### config.mk
export PLATFORM = sky130hd
export DESIGN_NAME = fwd_scoreboard_unit_flat
export DESIGN_NICKNAME = d
export VERILOG_FILES = /design/src/rtl/fwd_pkg.sv /design/src/rtl/fwd_scoreboard_unit_if.sv /design/src/rtl/fwd_src_match.sv /design/src/rtl/fwd_scoreboard_unit.sv /design/src/flat_wrapper.sv
export SDC_FILE = /design/constraint.sdc
export NUM_CORES = 1
export LEC_CHECK = 0
export CAP_MARGIN = 20
export CORE_AREA = 3 3 82 76
export DETAILED_ROUTE_END_ITERATION = 6
export DIE_AREA = 0 0 85 79
export REMOVE_ABC_BUFFERS = 1
export SETUP_SLACK_MARGIN = 0.02
export SYNTH_ARGS = -nofsm -noshare
export SYNTH_HDL_FRONTEND = slang
export SYNTH_SLANG_ARGS = --single-unit
### constraint.sdc
create_clock -name clk -period 2.7 [get_ports clk]
set_input_delay 0.54 -clock clk [delete_from_list [all_inputs] [get_ports clk]]
set_output_delay 0.54 -clock clk [all_outputs]
set_load 0.05 [all_outputs]
### src/rtl/fwd_pkg.sv
// Shared types for the forwarding scoreboard: tracked-entry struct and latency constants.
package fwd_pkg;

    localparam int RD_W       = 5;
    localparam int LAT_ALU    = 1;
    localparam int FWD_SEL_RF = 0;

    typedef struct packed {
        logic            v;
        logic            wr;
        logic            mul;
        logic [RD_W-1:0] rd;
    } sb_entry_t;

endpackage

### src/rtl/fwd_scoreboard_unit_if.sv
// ID-side bundle of the forwarding scoreboard: decoded operands in, stall and selects out.
interface fwd_scoreboard_unit_if #(
    parameter int NUM_SRC    = 2,
    parameter int REG_ADDR_W = fwd_pkg::RD_W,
    parameter int FWD_SEL_W  = 2
) ();

    logic                          id_valid;
    logic                          id_reg_write;
    logic                          id_is_mul;
    logic [REG_ADDR_W-1:0]         id_rd;
    logic [NUM_SRC*REG_ADDR_W-1:0] id_src;
    logic [NUM_SRC-1:0]            id_src_used;
    logic                          flush;
    logic                          stall;
    logic [NUM_SRC*FWD_SEL_W-1:0]  fwd_sel_q;

    modport master (
        output id_valid, id_reg_write, id_is_mul, id_rd,
        output id_src, id_src_used, flush,
        input  stall, fwd_sel_q
    );

    modport slave (
        input  id_valid, id_reg_write, id_is_mul, id_rd,
        input  id_src, id_src_used, flush,
        output stall, fwd_sel_q
    );

endinterface

### src/rtl/fwd_src_match.sv
// Per-source producer search: youngest matching in-flight writer decides select or stall.
module fwd_src_match
    import fwd_pkg::*;
#(
    parameter int DEPTH   = 3,
    parameter int MUL_LAT = 3,
    parameter int SEL_W   = 2
) (
    input  sb_entry_t [DEPTH-1:0] ents,
    input  logic [RD_W-1:0]       src,
    input  logic                  used,
    output logic [SEL_W-1:0]      sel,
    output logic                  need_stall
);

    // Scan oldest to youngest so the youngest match overrides.
    always_comb begin
        sel        = SEL_W'(FWD_SEL_RF);
        need_stall = 1'b0;
        for (int k = DEPTH - 1; k >= 0; k--) begin
            if (used && ents[k].v && ents[k].wr &&
                ents[k].rd != '0 && ents[k].rd == src) begin
                if (k + 1 >= (ents[k].mul ? MUL_LAT : LAT_ALU)) begin
                    sel        = SEL_W'(k + 1);
                    need_stall = 1'b0;
                end else begin
                    sel        = SEL_W'(FWD_SEL_RF);
                    need_stall = 1'b1;
                end
            end
        end
    end

endmodule

### src/rtl/fwd_scoreboard_unit.sv
// Forwarding scoreboard between ID and EX; tracks writers EX..WB incl. multi-cycle MUL.
// Optional `FWD_STATS_EN adds saturating stall/forward counters.
module fwd_scoreboard_unit
    import fwd_pkg::*;
#(
    parameter int NUM_SRC    = 2,
    parameter int REG_ADDR_W = RD_W,
    parameter int MUL_LAT    = 3
) (
    input  logic clk,
    input  logic arst,
    fwd_scoreboard_unit_if.slave sb
`ifdef FWD_STATS_EN
    ,
    output logic [31:0] stall_cnt_q,
    output logic [31:0] fwd_cnt_q
`endif
);

    localparam int DEPTH     = MUL_LAT;
    localparam int FWD_SEL_W = $clog2(MUL_LAT + 1);

    sb_entry_t [DEPTH-1:0]        ents_q;
    sb_entry_t                    e_in;
    logic [NUM_SRC-1:0]           need;
    logic [NUM_SRC*FWD_SEL_W-1:0] sel;
    logic [NUM_SRC*FWD_SEL_W-1:0] fwd_sel_q;
    logic                         stall;
    logic                         bubble;

    for (genvar s = 0; s < NUM_SRC; s++) begin : g_src
        fwd_src_match #(
            .DEPTH   (DEPTH),
            .MUL_LAT (MUL_LAT),
            .SEL_W   (FWD_SEL_W)
        ) u_match (
            .ents       (ents_q),
            .src        (sb.id_src[s*REG_ADDR_W +: REG_ADDR_W]),
            .used       (sb.id_src_used[s]),
            .sel        (sel[s*FWD_SEL_W +: FWD_SEL_W]),
            .need_stall (need[s])
        );
    end

    assign stall  = sb.id_valid & ~sb.flush & (|need);
    assign bubble = sb.flush | stall;

    always_comb begin
        e_in = '0;
        if (!bubble) begin
            e_in.v   = sb.id_valid;
            e_in.wr  = sb.id_reg_write;
            e_in.mul = sb.id_is_mul;
            e_in.rd  = sb.id_rd;
        end
    end

    // Back end never stalls: entries advance every cycle, oldest retires to the regfile.
    always_ff @(posedge clk or posedge arst) begin
        if (arst) begin
            ents_q    <= '0;
            fwd_sel_q <= '0;
        end else begin
            ents_q    <= {ents_q[DEPTH-2:0], e_in};
            fwd_sel_q <= bubble ? '0 : sel;
        end
    end

    assign sb.stall     = stall;
    assign sb.fwd_sel_q = fwd_sel_q;

`ifdef FWD_STATS_EN
    logic accept_fwd;

    assign accept_fwd = sb.id_valid & ~bubble & (|sel);

    always_ff @(posedge clk or posedge arst) begin
        if (arst) begin
            stall_cnt_q <= '0;
            fwd_cnt_q   <= '0;
        end else begin
            if (stall && stall_cnt_q != '1)
                stall_cnt_q <= stall_cnt_q + 32'd1;
            if (accept_fwd && fwd_cnt_q != '1)
                fwd_cnt_q <= fwd_cnt_q + 32'd1;
        end
    end
`endif

endmodule

### src/flat_wrapper.sv
// flat-port wrapper written by rule: the top's interface ports become plain ports
module fwd_scoreboard_unit_flat import fwd_pkg::*;
#(
    parameter int NUM_SRC    = 2,
    parameter int REG_ADDR_W = RD_W,
    parameter int MUL_LAT    = 3
)
  (clk, arst, sb_id_valid, sb_id_reg_write, sb_id_is_mul, sb_id_rd, sb_id_src, sb_id_src_used, sb_flush, sb_stall, sb_fwd_sel_q);
  fwd_scoreboard_unit_if #(.NUM_SRC(NUM_SRC), .REG_ADDR_W(REG_ADDR_W), .FWD_SEL_W(2)) sb_i ();
  input  logic clk;
  input  logic arst;
  input wire logic [$bits(sb_i.id_valid)-1:0] sb_id_valid;
  input wire logic [$bits(sb_i.id_reg_write)-1:0] sb_id_reg_write;
  input wire logic [$bits(sb_i.id_is_mul)-1:0] sb_id_is_mul;
  input wire logic [$bits(sb_i.id_rd)-1:0] sb_id_rd;
  input wire logic [$bits(sb_i.id_src)-1:0] sb_id_src;
  input wire logic [$bits(sb_i.id_src_used)-1:0] sb_id_src_used;
  input wire logic [$bits(sb_i.flush)-1:0] sb_flush;
  output wire logic [$bits(sb_i.stall)-1:0] sb_stall;
  output wire logic [$bits(sb_i.fwd_sel_q)-1:0] sb_fwd_sel_q;
  assign sb_i.id_valid = sb_id_valid;
  assign sb_i.id_reg_write = sb_id_reg_write;
  assign sb_i.id_is_mul = sb_id_is_mul;
  assign sb_i.id_rd = sb_id_rd;
  assign sb_i.id_src = sb_id_src;
  assign sb_i.id_src_used = sb_id_src_used;
  assign sb_i.flush = sb_flush;
  assign sb_stall = sb_i.stall;
  assign sb_fwd_sel_q = sb_i.fwd_sel_q;
  fwd_scoreboard_unit #(.NUM_SRC(NUM_SRC), .REG_ADDR_W(REG_ADDR_W), .MUL_LAT(MUL_LAT)) u_core (.clk(clk), .arst(arst), .sb(sb_i));
endmodule
==> flow_summary.ini, run 1 <==
[grt]
grt_max_degree = 28
grt_remaining_overflow = 0
antenna_found_initial = 0
grt_pass1_wl_mm = 5.84
grt_use_total_pct = 11.1
grt_pass1_vias = 1143

[synthesis]
synth-seq-cells = 27
synth_ff_type = dfrtp_1
synth_top_area_cell = dfrtp_1
postSynthAreaPerCell_um2 = 11.2
ys_top_cells_by_area = dfrtp_1 (50%), xnor2_1 (14%), xor2_1 (5.2%)
netlist_top_cells_count = dfrtp_1 (27), xnor2_1 (22), xor2_1 (8)
synth_top_area_share_pct = 49.9
synth_cell_type_count = 32
ys_async_sr_fraction_pct = 100
yosysSeqAreaShare_pct = 49.9
yosys.cell_count.top_type = dfrtp_1
synth_area_um2 = 1350
synth_edf_count = 0
syn_inst = 121
yosys_warnings = 0

[timing]
rsz0062_at_grt = true
hold_viol = 0
max_freq_mhz = 379
tightest_slew_ns = 0.497
setup_viol = 0
timing.final.crit_period_ns = 2.64
layout_setup_ws_ns = 0.0644
drv_slew = 0
slew_headroom_pct = 66.8
clock_skew_ns = 0.00965
period_share_pct = 97.6

[setup_path]
worstSetupPathType = in2out
crit_path_top_delay_cell = clkdlybuf4s50_1
critPathBufInv = 2
reg2reg_to = u_core.ents_q[7]$_DFF_PP0_
reg2reg_slack_ns = 0.14
path_delay_family = buffers and inverters
r2r_cells = 14
crit_required_ns = 2.16
crit_path_end_kind = output pin
crit-reg2reg-launch = u_core.ents_q[12]$_DFF_PP0_
cp.arrival_ns = 2.10
crit_path_cell_trace = clkdlybuf4s50_1 -> xnor2_1 -> nand2_1 -> o22ai_4 -> nand3_2 -> nand2_2 -> o21a_1 -> buf_12
cp-start-kind = input pin
crit_path_max_incr_delay_ns = 0.54
cp_max_fo = 3

[cells_and_area]
fillers = 538
regArea_um2 = 678
final_nets = 213
fin_area_um2 = 2090
multi_input_area_um2 = 727
n_antenna_cell = 0
drive_gt1_share_pct = 32.3
utilization_pct = 39.1
area_growth_pct = 54.5
instances_no_fill = 256

[pwr]
p_seq_share_pct = 53.2
power.total_mw = 0.834
pwr-share-comb_pct = 18.8
internal-power_mw = 0.614
clock_power_share_pct = 28.0
ir_drop_uv = 271
p_leak_nw = 0.937
switchingPower_mw = 0.220
power_density_nw_per_um2 = 399
power_switching_share_pct = 26.3

[placed_design]
port_buffers = 27
place_ws_ns = -0.328
hpwl_mm = 2.55
dp.cells = 236
placed_area_um2 = 1880
place.gp.congestion = 0.818

[clock_tree]
cts_root_buffer = clkbuf_8
cts_buffer_depth = 2
cts_buffers = 3
clk_latency_ns = 0.28
cts_sinks = 27
cts_tree = built
clk_pin_slew_ns = 0.09
htreeDepth = 1

[drt]
drt-pass1-iter-count = 4
vias = 1135
routed_wl_mm = 3.57
vias_per_cell = 4.43
drt-wirelength-per-cell_um = 13.9
drtIter0Drc = 47
drtAntennaViolNets = 0
drc = 0

[die]
ioPinCount = 28
fp.coreArea_um2 = 5350
die_area_um2 = 6720
chipHeight_um = 79
rows = 25
die_w_um = 85
start_util_pct = 25.3

[run_status]
status = finished, final reports clean

[job]
max-cap-violations = 0

[hold_path]
hold_start = u_core.ents_q[6]$_DFF_PP0_
min_to = u_core.ents_q[14]$_DFF_PP0_
holdPathStages = 0
holdCritPathClass = reg2reg
-- what timing repair did --
action                     CTS  global route
gates resized for setup     16            10
setup buffers               11             6
hold buffers                 0             0
pin swaps                    8             8
setup endpoints to repair    1             2
-- flip-flops by register name (all words and copies together) (netlist names) --
signal	cells
u_core.sb.fwd_sel_q	4
u_core.ents_q	23
-- worst reg2reg max path, cell delays in order, from the launching register on --
cell and delay [ns]:
dfrtp_2 0.44, or4_4 0.57, o211ai_4 0.23, nor4_4 0.08, nand2_2 0.06, nand2_2 0.06
buf_4 0.12, buf_4 0.12, buf_4 0.12, buf_4 0.12, buf_4 0.12, buf_4 0.12
buf_4 0.12, buf_4 0.12, nor2_1 0.10
-- routing by layer --
| layer | up-vias | track usage (%) | share of wire (%) |
|---|---|---|---|
| li1 | 567 | - | - |
| met1 | 543 | 15.6 | 46 |
| met2 | 23 | 17.3 | 49 |
| met3 | 2 | 2.49 | 4.6 |
| met4 | 0 | 2.85 | 0.76 |
| met5 | - | 0 | 0 |
-- cell type report --
| type | instances | share of cell area, % |
|---|---|---|
| inverters | 4 | 0.718 |
| repair buffers | 64 | 25.9 |
| flip-flops and latches | 27 | 32.4 |
| multi-input cells | 90 | 34.7 |
| well taps | 67 | 4.01 |
| clock buffers | 3 | 1.97 |
| clock inverters | 1 | 0.239 |
-- stage by stage --
step           hold slack, ns  setup TNS, ns
6_report                0.411              0
5_1_grt                 0.421        -0.0282
4_1_cts                 0.411              0
3_5_place_dp            0.390          -1.27
3_3_place_gp            0.383          -1.11
2_1_floorplan           0.367              0
-- logic make-up (layout without fill, tap and decap cells) --
family,count (synthesis),in the layout,synth area share [%]
AO/OA/AOI/OAI,12,12,8.04
XOR/XNOR,30,30,19.4
buffers and inverters,4,72,1.11
flip-flops,27,27,49.9
multiplexers,2,2,1.66
AND/OR/NAND/NOR,46,46,19.9
-- how the worst max path moves through the flow --
stage / from / cells after the start / endpoint
5_1_grt: u_core.ents_q[0]$_DFF_PP0_ / 7 / sb_stall
2_1_floorplan: sb_id_src[9] / 6 / sb_stall
3_3_place_gp: sb_id_src[7] / 8 / sb_stall
4_1_cts: sb_id_src[7] / 8 / sb_stall
3_5_place_dp: sb_id_src[7] / 8 / sb_stall
6_report: sb_id_src[4] / 8 / sb_stall
-- power groups by stage --
stage | sequential [mW] | clock [mW] | combinational [mW]
4_1_cts | 0.442 | 0.241 | 0.147
6_report | 0.443 | 0.234 | 0.157
2_1_floorplan | 0.445 | 0 | 0.0669
3_3_place_gp | 0.450 | 0 | 0.140
3_5_place_dp | 0.451 | 0 | 0.141
5_1_grt | 0.447 | 0.267 | 0.171
-- layout by cell type, fill, tap and decap left out, drive strengths merged, types with 2 or more instances in the layout --
cell           synthesis  routed
nand2                  7       7
and3                   2       2
dfrtp                 27      27
buf                    0      38
o211a                  2       2
nand3                  2       2
xnor2                 22      22
inv                    4       4
nor3b                  3       3
dlygate4sd2            0       5
clkdlybuf4s50          0      18
xor2                   8       8
nor2                   7       7
nand4                  5       5
and2                   7       7
mux2                   2       2
clkbuf                 0       5
nor3                   3       3
o211ai                 2       2
nor4                   2       2
or4                    4       4
(Power assumes the default switching activity.)
==> inputs of run 2 (changes only) <==
Settings changed: CAP_MARGIN 20 to unset.
Clock period 2.7 ns to 2.9 ns, I/O delays scaled along.
==> run 2 against run 1 <==
Combinational power shrank 18%. Total power fell by 9.3%. Clock power is 8% lower. Register-to-register slack gained 0.36 ns. Setup slack better by 0.060 ns. First-iteration DRC count is 28% higher. Clock-buffer cell count did not move. Sequential cell count is the same. Hold slack worse by 0.0077 ns. Sequential power decreased by 7.0%. Critical endpoint unchanged.
==> flow_summary.ini, run 2 (synthesis results as in run 1) <==
[timing]
hold_viol = 0
fin_tns_setup_ns = 0
clock_skew_ns = 0.00613
max_freq_mhz = 360
setup_viol = 0
slew_headroom_pct = 66.7
rsz0062_at_grt = false
period_share_pct = 95.7
drv_slew = 0
tightest_slew_ns = 0.498
holdWs_ns = 0.403
timing.final.crit_period_ns = 2.78

[die]
start_util_pct = 25.3
ioPinCount = 28
die_area_um2 = 6720
chipHeight_um = 79
fp.coreArea_um2 = 5350
die_w_um = 85
rows = 25

[clock_tree]
cts_buffers = 3
cts_sinks = 27
cts_setup_buffers = 0
cts_buffer_depth = 2
hold_buffers = 0
cts_root_buffer = clkbuf_8
cts_tree = built
htreeDepth = 1
clk_latency_ns = 0.27
clk_pin_slew_ns = 0.09

[drt]
wl_met3_um = 131
wl_met1_mm = 1.56
route.met2.wl_mm = 1.48
vias_per_cell = 4.43
drt-wirelength-per-cell_um = 13.5
routed_wl_mm = 3.18
drt-pass1-iter-count = 4
drtIter0Drc = 60
drc = 0
vias = 1040
drtAntennaViolNets = 0
dr.max_layer_used = met4

[placed_design]
place.gp.congestion = 0.822
hpwl_mm = 2.61
dp.cells = 231
port_buffers = 27
placed_area_um2 = 1840

[hold_path]
holdCritPathClass = reg2reg

[cells_and_area]
fin_area_um2 = 1920
drive_gt1_share_pct = 19.6
top_regs = u_core.ents_q (23), u_core.sb.fwd_sel_q (4)
area_growth_pct = 41.5
n_antenna_cell = 0
layout_commonest_cell = dfrtp_1
regMostFlops = u_core.ents_q
instances_no_fill = 235
largest_reg_flops = 23
fillers = 558
most-common-layout-cells = dfrtp_1 (27), xnor2_1 (21), clkdlybuf4s50_1 (20)
final_nets = 192

[grt]
grt_pass1_wl_mm = 5.44
grt_remaining_overflow = 0
grt_use_total_pct = 10.3
grt_max_degree = 28
grt_pass1_vias = 1116
antenna_found_initial = 0

[pwr]
power_density_nw_per_um2 = 395
p_leak_nw = 0.837
ir_drop_uv = 152

[job]
max-cap-violations = 0

[setup_path]
crit_required_ns = 2.32
cp-start-kind = input pin
crit_path_end_kind = output pin
cp.arrival_ns = 2.20
worstSetupPathType = in2out
cp_max_fo = 3

[run_status]
status = finished, final reports clean
run 2: area by class of cell:
type	instances	area, um2	share of cell area (%)
clock buffer	3	41.3	2.16
tap	67	83.8	4.38
sequential	27	676	35.3
clock inverter	1	7.51	0.392
inverter	4	15.0	0.784
multi-input combinational	90	692	36.1
timing repair buffer	43	400	20.9
run 2: power breakdown:
part / internal (mW) / leakage, nW / total, mW / switching (mW)
sequential: 0.393 / 0.352 / 0.412 / 0.0193
clock: 0.0975 / 0.0217 / 0.216 / 0.118
combinational: 0.0735 / 0.463 / 0.129 / 0.0553
total: 0.564 / 0.837 / 0.757 / 0.193
run 2: path summary, 6_finish.rpt:
| kind | depth (start not counted) | slack [ns] | endpoint | start |
|---|---|---|---|---|
| max | 8 | 0.12 | sb_stall | sb_id_src[3] |
| min | 0 | 0.40 | u_core.ents_q[14]$_DFF_PP0_ | u_core.ents_q[6]$_DFF_PP0_ |
| max reg2reg | 7 | 0.50 | u_core.sb.fwd_sel_q[3]$_DFF_PP0_ | u_core.ents_q[11]$_DFF_PP0_ |
| min reg2reg | 0 | 0.40 | u_core.ents_q[14]$_DFF_PP0_ | u_core.ents_q[6]$_DFF_PP0_ |
| max in group asynchronous | 3 | 1.99 | u_core.ents_q[22]$_DFF_PP0_ | arst |
| min in group asynchronous | 3 | 0.65 | u_core.ents_q[14]$_DFF_PP0_ | arst |
run 2: repair_timing:
| item | CTS | global route |
|---|---|---|
| gates resized for setup | 7 | 4 |
| pin swaps | 2 | 3 |
| cloned | 0 | 0 |
| endpoints found under the setup margin | 1 | 1 |
run 2: critical path: stages:
cell             delay [ns]
clkdlybuf4s50_1        0.49
xor2_1                 0.17
nor4_1                 0.30
buf_4                  0.17
nand3_1                0.08
nor2_1                 0.09
o21a_1                 0.17
buf_12                 0.15
run 2: stage by stage:
stage / util (%) / worst slack [ns] / power [mW]
floorplan: - / 0.307 / 0.476
global placement: 34.4 / -0.167 / 0.546
detailed placement: 34.4 / -0.168 / 0.548
CTS: 35.5 / 0.0367 / 0.771
global route: 35.8 / 0.0231 / 0.804
finish: 35.8 / 0.124 / 0.757
run 2: per-layer routing:
metal / track usage, % / up-vias
met2: 16.4 / 25
li1: - / 521
met1: 14.1 / 492
met4: 3.01 / 0
met5: 0 / -
met3: 2.28 / 2
